### src/rtl/alu_stage.sv
// alu_stage: execute stage of the 16-bit CPU, fed directly by the decoder.
//
// An accepted en captures the operands. Every op except a multi-bit shift
// produces a registered result with a one-cycle done pulse on the next cycle.
// Shifts by more than one bit run one bit per cycle in the SHIFT state; busy
// is high while they run, and en is ignored during that time.
//
// Build option:
//   ALU_BARREL_SHIFT_EN  - when defined, SHL/SHR finish in one cycle like any
//                          other op. SHIFT is never entered and busy stays 0.
//                          Results are identical in both builds.
//
// Ports:
//   clk, reset    clock, synchronous active-high reset
//   en            start pulse, accepted only when idle
//   alu_op        {opcode[3:0], F flag}
//   data_a/b      register operands; shift amount is data_b[$clog2(WIDTH)-1:0]
//   data_imm      immediate from decode
//   reg_d_we_in   write-enable from decode
//   result        registered result or branch target (holds between ops)
//   reg_d_we_out  write-back enable, high only with done
//   branch        branch request, high only with done
//   busy          iterative shift in progress
//   done          one-cycle pulse marking result/branch/reg_d_we_out valid
module alu_stage #(
    parameter int WIDTH = 16
) (
    input  logic             clk,
    input  logic             reset,
    input  logic             en,
    input  logic [4:0]       alu_op,
    input  logic [WIDTH-1:0] data_a,
    input  logic [WIDTH-1:0] data_b,
    input  logic [WIDTH-1:0] data_imm,
    input  logic             reg_d_we_in,
    output logic [WIDTH-1:0] result,
    output logic             reg_d_we_out,
    output logic             branch,
    output logic             busy,
    output logic             done
);
    localparam int SH_W = $clog2(WIDTH);

    localparam logic [3:0] OP_ADD    = 4'b0000;
    localparam logic [3:0] OP_SUB    = 4'b0001;
    localparam logic [3:0] OP_OR     = 4'b0010;
    localparam logic [3:0] OP_XOR    = 4'b0011;
    localparam logic [3:0] OP_AND    = 4'b0100;
    localparam logic [3:0] OP_NOT    = 4'b0101;
    localparam logic [3:0] OP_READ   = 4'b0110;
    localparam logic [3:0] OP_WRITE  = 4'b0111;
    localparam logic [3:0] OP_LOAD   = 4'b1000;
    localparam logic [3:0] OP_CMP    = 4'b1001;
    localparam logic [3:0] OP_SHL    = 4'b1010;
    localparam logic [3:0] OP_SHR    = 4'b1011;
    localparam logic [3:0] OP_JUMP   = 4'b1100;
    localparam logic [3:0] OP_JUMPEQ = 4'b1101;

    typedef enum logic {IDLE, SHIFT} state_t;

    state_t            state, state_next;
    logic [SH_W-1:0]   sh_cnt_p1;
    logic [WIDTH-1:0]  sh_val_p1;
    logic              sh_left_p1;
    logic              sh_we_p1;
    logic [WIDTH-1:0]  result_p1;
    logic              branch_p1;
    logic              we_p1;
    logic              vld_p1;

    logic [3:0]        opcode;
    logic              flag;
    logic [SH_W-1:0]   amt;
    logic              is_shift;
    logic              is_reserved;
    logic              accept;
    logic              iter_req;
    logic              shift_last;

    // Comparison flags; F selects signed or unsigned ordering.
    function automatic logic [WIDTH-1:0] cmp_flags(input logic [WIDTH-1:0] a,
                                                   input logic [WIDTH-1:0] b,
                                                   input logic             sgn);
        logic signed [WIDTH-1:0] sa;
        logic signed [WIDTH-1:0] sb;
        logic [WIDTH-1:0]        r;
        logic                    gt;
        logic                    lt;
        sa = $signed(a);
        sb = $signed(b);
        gt = sgn ? (sa > sb) : (a > b);
        lt = sgn ? (sa < sb) : (a < b);
        r = '0;
        r[WIDTH-1] = (a == b);
        r[WIDTH-2] = gt;
        r[WIDTH-3] = lt;
        r[WIDTH-4] = (a == '0);
        r[WIDTH-5] = (b == '0);
        return r;
    endfunction

    // Single-cycle result for every op; shifts use the full barrel form, which
    // the iterative build only reaches for amounts of 0 or 1.
    function automatic logic [WIDTH-1:0] alu_func(input logic [3:0]       op,
                                                  input logic             f,
                                                  input logic [WIDTH-1:0] a,
                                                  input logic [WIDTH-1:0] b,
                                                  input logic [WIDTH-1:0] imm,
                                                  input logic [SH_W-1:0]  sh);
        logic [WIDTH-1:0] r;
        r = '0;
        case (op)
            OP_ADD:    r = a + b;
            OP_SUB:    r = a - b;
            OP_OR:     r = a | b;
            OP_XOR:    r = a ^ b;
            OP_AND:    r = a & b;
            OP_NOT:    r = ~a;
            OP_READ:   r = a;
            OP_WRITE:  r = a;
            OP_LOAD:   r = f ? {imm[WIDTH-1:WIDTH/2], {(WIDTH/2){1'b0}}}
                             : {{(WIDTH/2){1'b0}}, imm[WIDTH/2-1:0]};
            OP_CMP:    r = cmp_flags(a, b, f);
            OP_SHL:    r = a << sh;
            OP_SHR:    r = a >> sh;
            OP_JUMP:   r = f ? imm : a;
            OP_JUMPEQ: r = b;
            default:   r = '0;
        endcase
        return r;
    endfunction

    function automatic logic branch_of(input logic [3:0] op, input logic [WIDTH-1:0] a);
        // JUMPEQ reads the EQ bit left in a by an earlier CMP.
        return (op == OP_JUMP) || ((op == OP_JUMPEQ) && a[WIDTH-1]);
    endfunction

    function automatic logic [WIDTH-1:0] shift_one(input logic [WIDTH-1:0] v, input logic left);
        return left ? (v << 1) : (v >> 1);
    endfunction

    assign opcode      = alu_op[4:1];
    assign flag        = alu_op[0];
    assign amt         = data_b[SH_W-1:0];
    assign is_shift    = (opcode == OP_SHL) || (opcode == OP_SHR);
    assign is_reserved = (opcode[3:1] == 3'b111);
    assign accept      = en && (state == IDLE);
    assign shift_last  = (sh_cnt_p1 == SH_W'(1));

`ifdef ALU_BARREL_SHIFT_EN
    assign iter_req = 1'b0;
`else
    // Amounts 0 and 1 finish in the accept cycle; only longer shifts iterate.
    assign iter_req = is_shift && (amt > SH_W'(1));
`endif

    always_comb begin
        state_next = state;
        case (state)
            IDLE:    if (accept && iter_req) state_next = SHIFT;
            SHIFT:   if (shift_last) state_next = IDLE;
            default: state_next = IDLE;
        endcase
    end

    // ---- p0 -> p1: control registers ----
    always_ff @(posedge clk) begin
        if (reset) begin
            state     <= IDLE;
            sh_cnt_p1 <= '0;
            result_p1 <= '0;
            branch_p1 <= 1'b0;
            we_p1     <= 1'b0;
            vld_p1    <= 1'b0;
        end else begin
            state     <= state_next;
            vld_p1    <= 1'b0;
            branch_p1 <= 1'b0;
            we_p1     <= 1'b0;
            if (accept) begin
                if (iter_req) begin
                    // First bit is shifted in the accept cycle, so k-1 remain.
                    sh_cnt_p1 <= amt - SH_W'(1);
                end else begin
                    result_p1 <= alu_func(opcode, flag, data_a, data_b, data_imm, amt);
                    branch_p1 <= branch_of(opcode, data_a);
                    we_p1     <= reg_d_we_in && !is_reserved;
                    vld_p1    <= 1'b1;
                end
            end else if (state == SHIFT) begin
                if (shift_last) begin
                    result_p1 <= shift_one(sh_val_p1, sh_left_p1);
                    we_p1     <= sh_we_p1;
                    vld_p1    <= 1'b1;
                    sh_cnt_p1 <= '0;
                end else begin
                    sh_cnt_p1 <= sh_cnt_p1 - SH_W'(1);
                end
            end
        end
    end

    // ---- p0 -> p1: iterative shift datapath ----
    always_ff @(posedge clk) begin
        if (accept && iter_req) begin
            sh_val_p1  <= shift_one(data_a, opcode == OP_SHL);
            sh_left_p1 <= (opcode == OP_SHL);
            sh_we_p1   <= reg_d_we_in;
        end else if (state == SHIFT) begin
            sh_val_p1  <= shift_one(sh_val_p1, sh_left_p1);
        end
    end

    assign result       = result_p1;
    assign branch       = branch_p1;
    assign reg_d_we_out = we_p1;
    assign done         = vld_p1;
    assign busy         = (state == SHIFT);

endmodule

### config.mk
export PLATFORM = sky130hd
export DESIGN_NAME = alu_stage
export DESIGN_NICKNAME = d
export VERILOG_FILES = /design/src/rtl/alu_stage.sv
export SDC_FILE = /design/constraint.sdc
export NUM_CORES = 1
export LEC_CHECK = 0
export CORE_MARGIN = 3
export CORE_UTILIZATION = 45
export CTS_CLUSTER_SIZE = 14
export DETAILED_ROUTE_END_ITERATION = 8
export PLACE_DENSITY = 0.69
export SLEW_MARGIN = 10
export SYNTH_ARGS = -nofsm -noshare
export SYNTH_HDL_FRONTEND = slang
export SYNTH_SLANG_ARGS = --single-unit
### constraint.sdc
create_clock -name clk -period 4.8 [get_ports clk]
set_input_delay 0.96 -clock clk [delete_from_list [all_inputs] [get_ports clk]]
set_output_delay 0.96 -clock clk [all_outputs]
set_load 0.1 [all_outputs]
# Yosys cells after proc, flatten, opt, wreduce, memory -nomap -nowiden
# Index checks and enable logic that the tools add are counted.
# classes
muxes	28
eq_ne	18
n_reduce_logical	18
order_cmp	5
bitwise_logic	6
addsub	4
n_shift	2
# op_table
operator	n
$pmux 16 s13	1
$mux 16	10
$gt 16x16->1	2
$logic_not 16->1	2
$lt 16x16->1	2
$eq 4x4->1 const B	6
$add 16x16->16	1
$and 16x16->16	1
$eq 16x16->1	1
$eq 4x3->1 const B	4
$mux 4	4
$not 16->16	1
$or 16x16->16	1
$shl 16x4->16	1
$shr 16x4->16	1
$sub 16x16->16	1
$xor 16x16->16	1
$mux 1	12
$eq 4x1->1 const B	2
$eq 4x2->1 const B	2
$sub 4x1->4 const B	2
$reduce_bool 2->1	3
$logic_and 1x1->1	5
$gt 4x1->1 const B	1
12 further kinds	14
# word_totals
inputBits	57
reg_bits	42

# Depth between registers and ports, before layout
# logic_depth
ltp_word	6
mapped_depth	13

# Worst setup path after synthesis
# No wires, ideal clock.
# synth_path
path_kind	input port to flip-flop
from	in data_b[3]
to	reg result_p1[11], in the netlist result[11]
setup_slack_ns	1.175
setup_ns	0.120
t_required_ns	4.680
path_buffers	3
stages	12
arrival_ns	3.505
path_cell_list	buf_2 inv_1 clkbuf_1 ha_1 buf_4 nor2b_1 nor2_1 a311o_1 o31a_1 o21bai_1 mux2_1 o31a_1
# synth_via
elab_chain_cells	4
elab_cells_between_ends	12
# synth_lines
element	line_no	source
start, declared	33	input logic [WIDTH-1:0] data_b,
$sub 16x16->16, or another cell as far along	114	OP_SUB: r = a - b;
$pmux 16 s13 or $logic_and 1x1->1 (tied branches)	112, 154	
$mux 16 or $ne 2x2->1 (tied branches)	-	
$mux 16 or $reduce_and 3->1 (tied branches)	-	
end signal, assigned	185	result_p1 <= alu_func(opcode, flag, data_a, data_b, data_imm, amt);
end signal, assigned	192	result_p1 <= shift_one(sh_val_p1, sh_left_p1);
end, declared	66	logic [WIDTH-1:0] result_p1;
# Several ways; a longest one is shown, not always the timed one. The select of a mux whose other input is x is not followed.
# A chain may end at the register's enable or synchronous reset.

# Worst setup path in the final report
# layout_path
from	in data_b[1]
to	reg result_p1[14], in the netlist result[14]
# layout_via
elab_chain_cells	5
elab_cells_between_ends	14
# layout_lines
element	line_no	source
$gt 16x16->1	91	gt = sgn ? (sa > sb) : (a > b);
$mux 1	91	
$pmux 16 s13	112	case (op)
$mux 16	181	if (iter_req) begin
$mux 16	180	if (accept) begin
# Several ways; a longest one is shown, not always the timed one. The select of a mux whose other input is x is not followed.

==> flow_summary.ini <==
[status]
run_status = finished clean

[floorplan]
die_w_um = 131
top_level_ports = 77
num_rows = 45
coreArea_sq_um = 15300
initial_core_util_pct = 46.1
dieHeight_um = 131
die-area_sq_um = 17200

[clock_network]
cts-root-buf = clkbuf_16
cts_buffers = 5
cts_max_level = 2
tritoncts = done
hold_buffers = 0
clockBufferDepth = 2
cts.repair.resized = 0
clk_latency_ps = 300
clkSinkCount = 42
clkSlewWorstSetupHoldPaths_ps = 70
postCtsSetupRepairBufs = 0

[synth]
yosys.area_share.simple_pct = 23.6
synth_nets = 1081
synthXorXnorAreaFrac_pct = 1.74
ys_seq_area_share_pct = 14.5
synth_top_cell_by_area = ha_1
synthAdderAreaFrac_pct = 10.2
synthMuxAreaShare_pct = 10.9
syn_avg_cell_area_sq_um = 7.26
synth_top_family_by_area = compound AO/OA/AOI/OAI gates
synth-edff-count = 18
ys_async_sr_fraction_pct = 0
synthTopCellsByArea = ha_1 (9.6%), edfxtp_1 (7.7%), dfxtp_1 (6.8%), nand2_1 (6.6%), a21oi_1 (4.7%)
ys_warn_count = 0
yosys_register_bits = 42
synth_cells = 968
netlist_area_sq_um = 7030
synth_compound_area_share_pct = 30.3
synthFlopType = dfxtp_1
synth_top_area_share_pct = 9.61
synth_cell_types = 91

[power]
p_int_mw = 0.927
vdd_drop_max_mv = 0.104
swShare_pct = 43.1
clkPwrFrac_pct = 25.1
p_leak_nw = 3.10
pwr-share-seq_pct = 25.0
pwr-share-comb_pct = 49.9
power_switching_mw = 0.702
cellPowerDensity_nw_per_um2 = 200

[grt]
grt_max_degree = 36
grt_pass1_wl_um = 44700
antenna_found_initial = 0
grt_pass1_vias = 7277
track_usage_pct = 34.2
grt_overflow = 0

[final_layout]
drive_gt1_share_pct = 10.4
area_growth_pct = 15.9
num-nets-final = 1124
stdcell_area_sq_um = 8150
nFillCells = 1499
num_antenna_cells = 0
final_util_pct = 53.4

[sta]
drv_slew = 0
rsz0062_at_grt = no
finalCritPeriodShare_pct = 84.6
maxSlewHeadroom_pct = 33.6
fin_skew_ps = 9.23
tns_ps = 0
final-hold-violation-count = 0
max_freq_mhz = 246
tightest_slew_ps = 992
hold-worst-slack_ps = 475
setup-violations-final = 0
postLayoutSetupSlackWorst_ps = 738
post-route-min-period_ps = 4060

[worst_setup_path]
crit_arrival_ps = 4220
max_stage_delay_ps = 720
path_cells = clkdlybuf4s50_1 -> inv_1 -> ha_1 -> nor2_1 -> o311ai_1 -> a22o_1 -> nand4_1 -> or4_1 -> a211oi_2 -> a311oi_1
rr_startpoint = busy
crit_slowest_cell = o311ai_1
crit_start = data_b[1]
crit_path_end_kind = flop
cp_top_family = compound AO/OA/AOI/OAI gates
cp.required_ps = 4960
cp_max_fo = 12
crit_type = input port to flop
startpoint_type = input port
path_buf_inv = 2

[route]
vias_per_cell = 6.77
drt_iter0_markers = 1226
ant_nets = 0
drt-total-wl_um = 29900
post_drt_wl_per_cell_um = 24.5
drc = 0
dr.pass1.iters = 6
vias = 8276

[placed_design]
gp_congestion = 1.03
place_area_sq_um = 7980
numPortBuffers = 76
dpl_worst_slack_ps = 606
dp_hpwl_um = 22700

[hold_path]
holdCritStartpoint = sh_cnt_p1[1]
hold_class = flop to flop

[flow_run]
cap_viol_max_count = 0
==> worst reg2reg max path: stages (launching register included) <==
cell and delay, ps:
dfxtp_1 470, nand2b_1 620, nand2_1 420, nand4_1 150, a2111oi_0 460, nand3_1 290, o31a_1 340
==> placed cells by master, fill, tap and decap left out, drive strengths merged, types with 23 or more instances in the layout <==
cell,Yosys,routed
ha,54,54
nor2,84,84
mux2,29,29
a211oi,28,28
inv,52,53
buf,44,46
nand2,124,124
nor3,30,30
o21ai,60,60
a21oi,66,66
mux2i,26,26
clkdlybuf4s50,0,75
nand3,23,23
dfxtp,24,24
==> path summary, 6_finish.rpt <==
path	slack [ps]	cells after the start	end
min reg2reg	480	2	sh_cnt_p1[1]
max reg2reg	1940	6	result[11]
min	480	2	sh_cnt_p1[1]
max	740	10	result[14]
==> power by group through the flow <==
| stage | logic [mW] | clock network [mW] | registers, mW |
|---|---|---|---|
| final | 0.813 | 0.409 | 0.408 |
| after global routing | 0.860 | 0.418 | 0.409 |
| after CTS | 0.786 | 0.407 | 0.407 |
| after detailed placement | 0.782 | 0 | 0.415 |
| after global placement | 0.784 | 0 | 0.415 |
| after floorplan | 0.458 | 0 | 0.483 |
==> kinds of logic (layout without fill, tap and decap cells) <==
| group | Yosys count | after routing |
|---|---|---|
| AND/OR/NAND/NOR | 345 | 345 |
| AO/OA/AOI/OAI | 311 | 311 |
| buffers and inverters | 138 | 182 |
| multiplexers | 62 | 62 |
| adder cells (fa/ha/maj) | 56 | 56 |
| flip-flops | 42 | 42 |
| XOR/XNOR | 14 | 14 |
==> layout make-up <==
type | count | area (sq um) | share of cell area [%]
multi-input combinational | 788 | 5400 | 66.3
clock buffer | 5 | 125 | 1.54
sequential | 42 | 1020 | 12.5
timing repair buffer | 121 | 1090 | 13.4
tap | 211 | 264 | 3.24
inverter | 53 | 199 | 2.44
clock inverter | 3 | 43.8 | 0.538
==> registers in the layout, summed over array words and instances, names as in the netlist <==
| name | flops |
|---|---|
| sh_cnt_p1 | 4 |
| done | 1 |
| result | 16 |
| sh_left_p1 | 1 |
| busy | 1 |
| sh_we_p1 | 1 |
| reg_d_we_out | 1 |
| sh_val_p1 | 16 |
| branch | 1 |
==> routing by layer <==
metal	vias up	GRT usage, %	share of wire (%)
met5	-	0	0
met4	0	14.5	4.6
met3	92	7.24	13
met2	620	50.9	43
met1	3901	47.7	39
li1	3663	-	-
==> metrics by stage <==
step	cells	power (mW)
after CTS	1223	1.60
after floorplan	968	0.940
after global placement	1215	1.20
after detailed placement	1215	1.20
after global routing	1223	1.69
final	1223	1.63
==> synth_stat cells, drive strengths merged (9+ instances only) <==
library cell  instances
nand2b               14
a22oi                 9
a221oi                9
inv                  52
o22ai                 9
a21oi                66
nand3                23
mux2                 29
o211ai               13
dfxtp                24
nand2               124
nor2b                15
a31oi                22
nor2                 84
ha                   54
buf                  44
a211oi               28
o21ai                60
nor4                 10
clkbuf               41
mux2i                26
a32oi                12
xnor2                12
a311oi               10
nor3                 30
edfxtp               18
(Power assumes the default switching activity.)
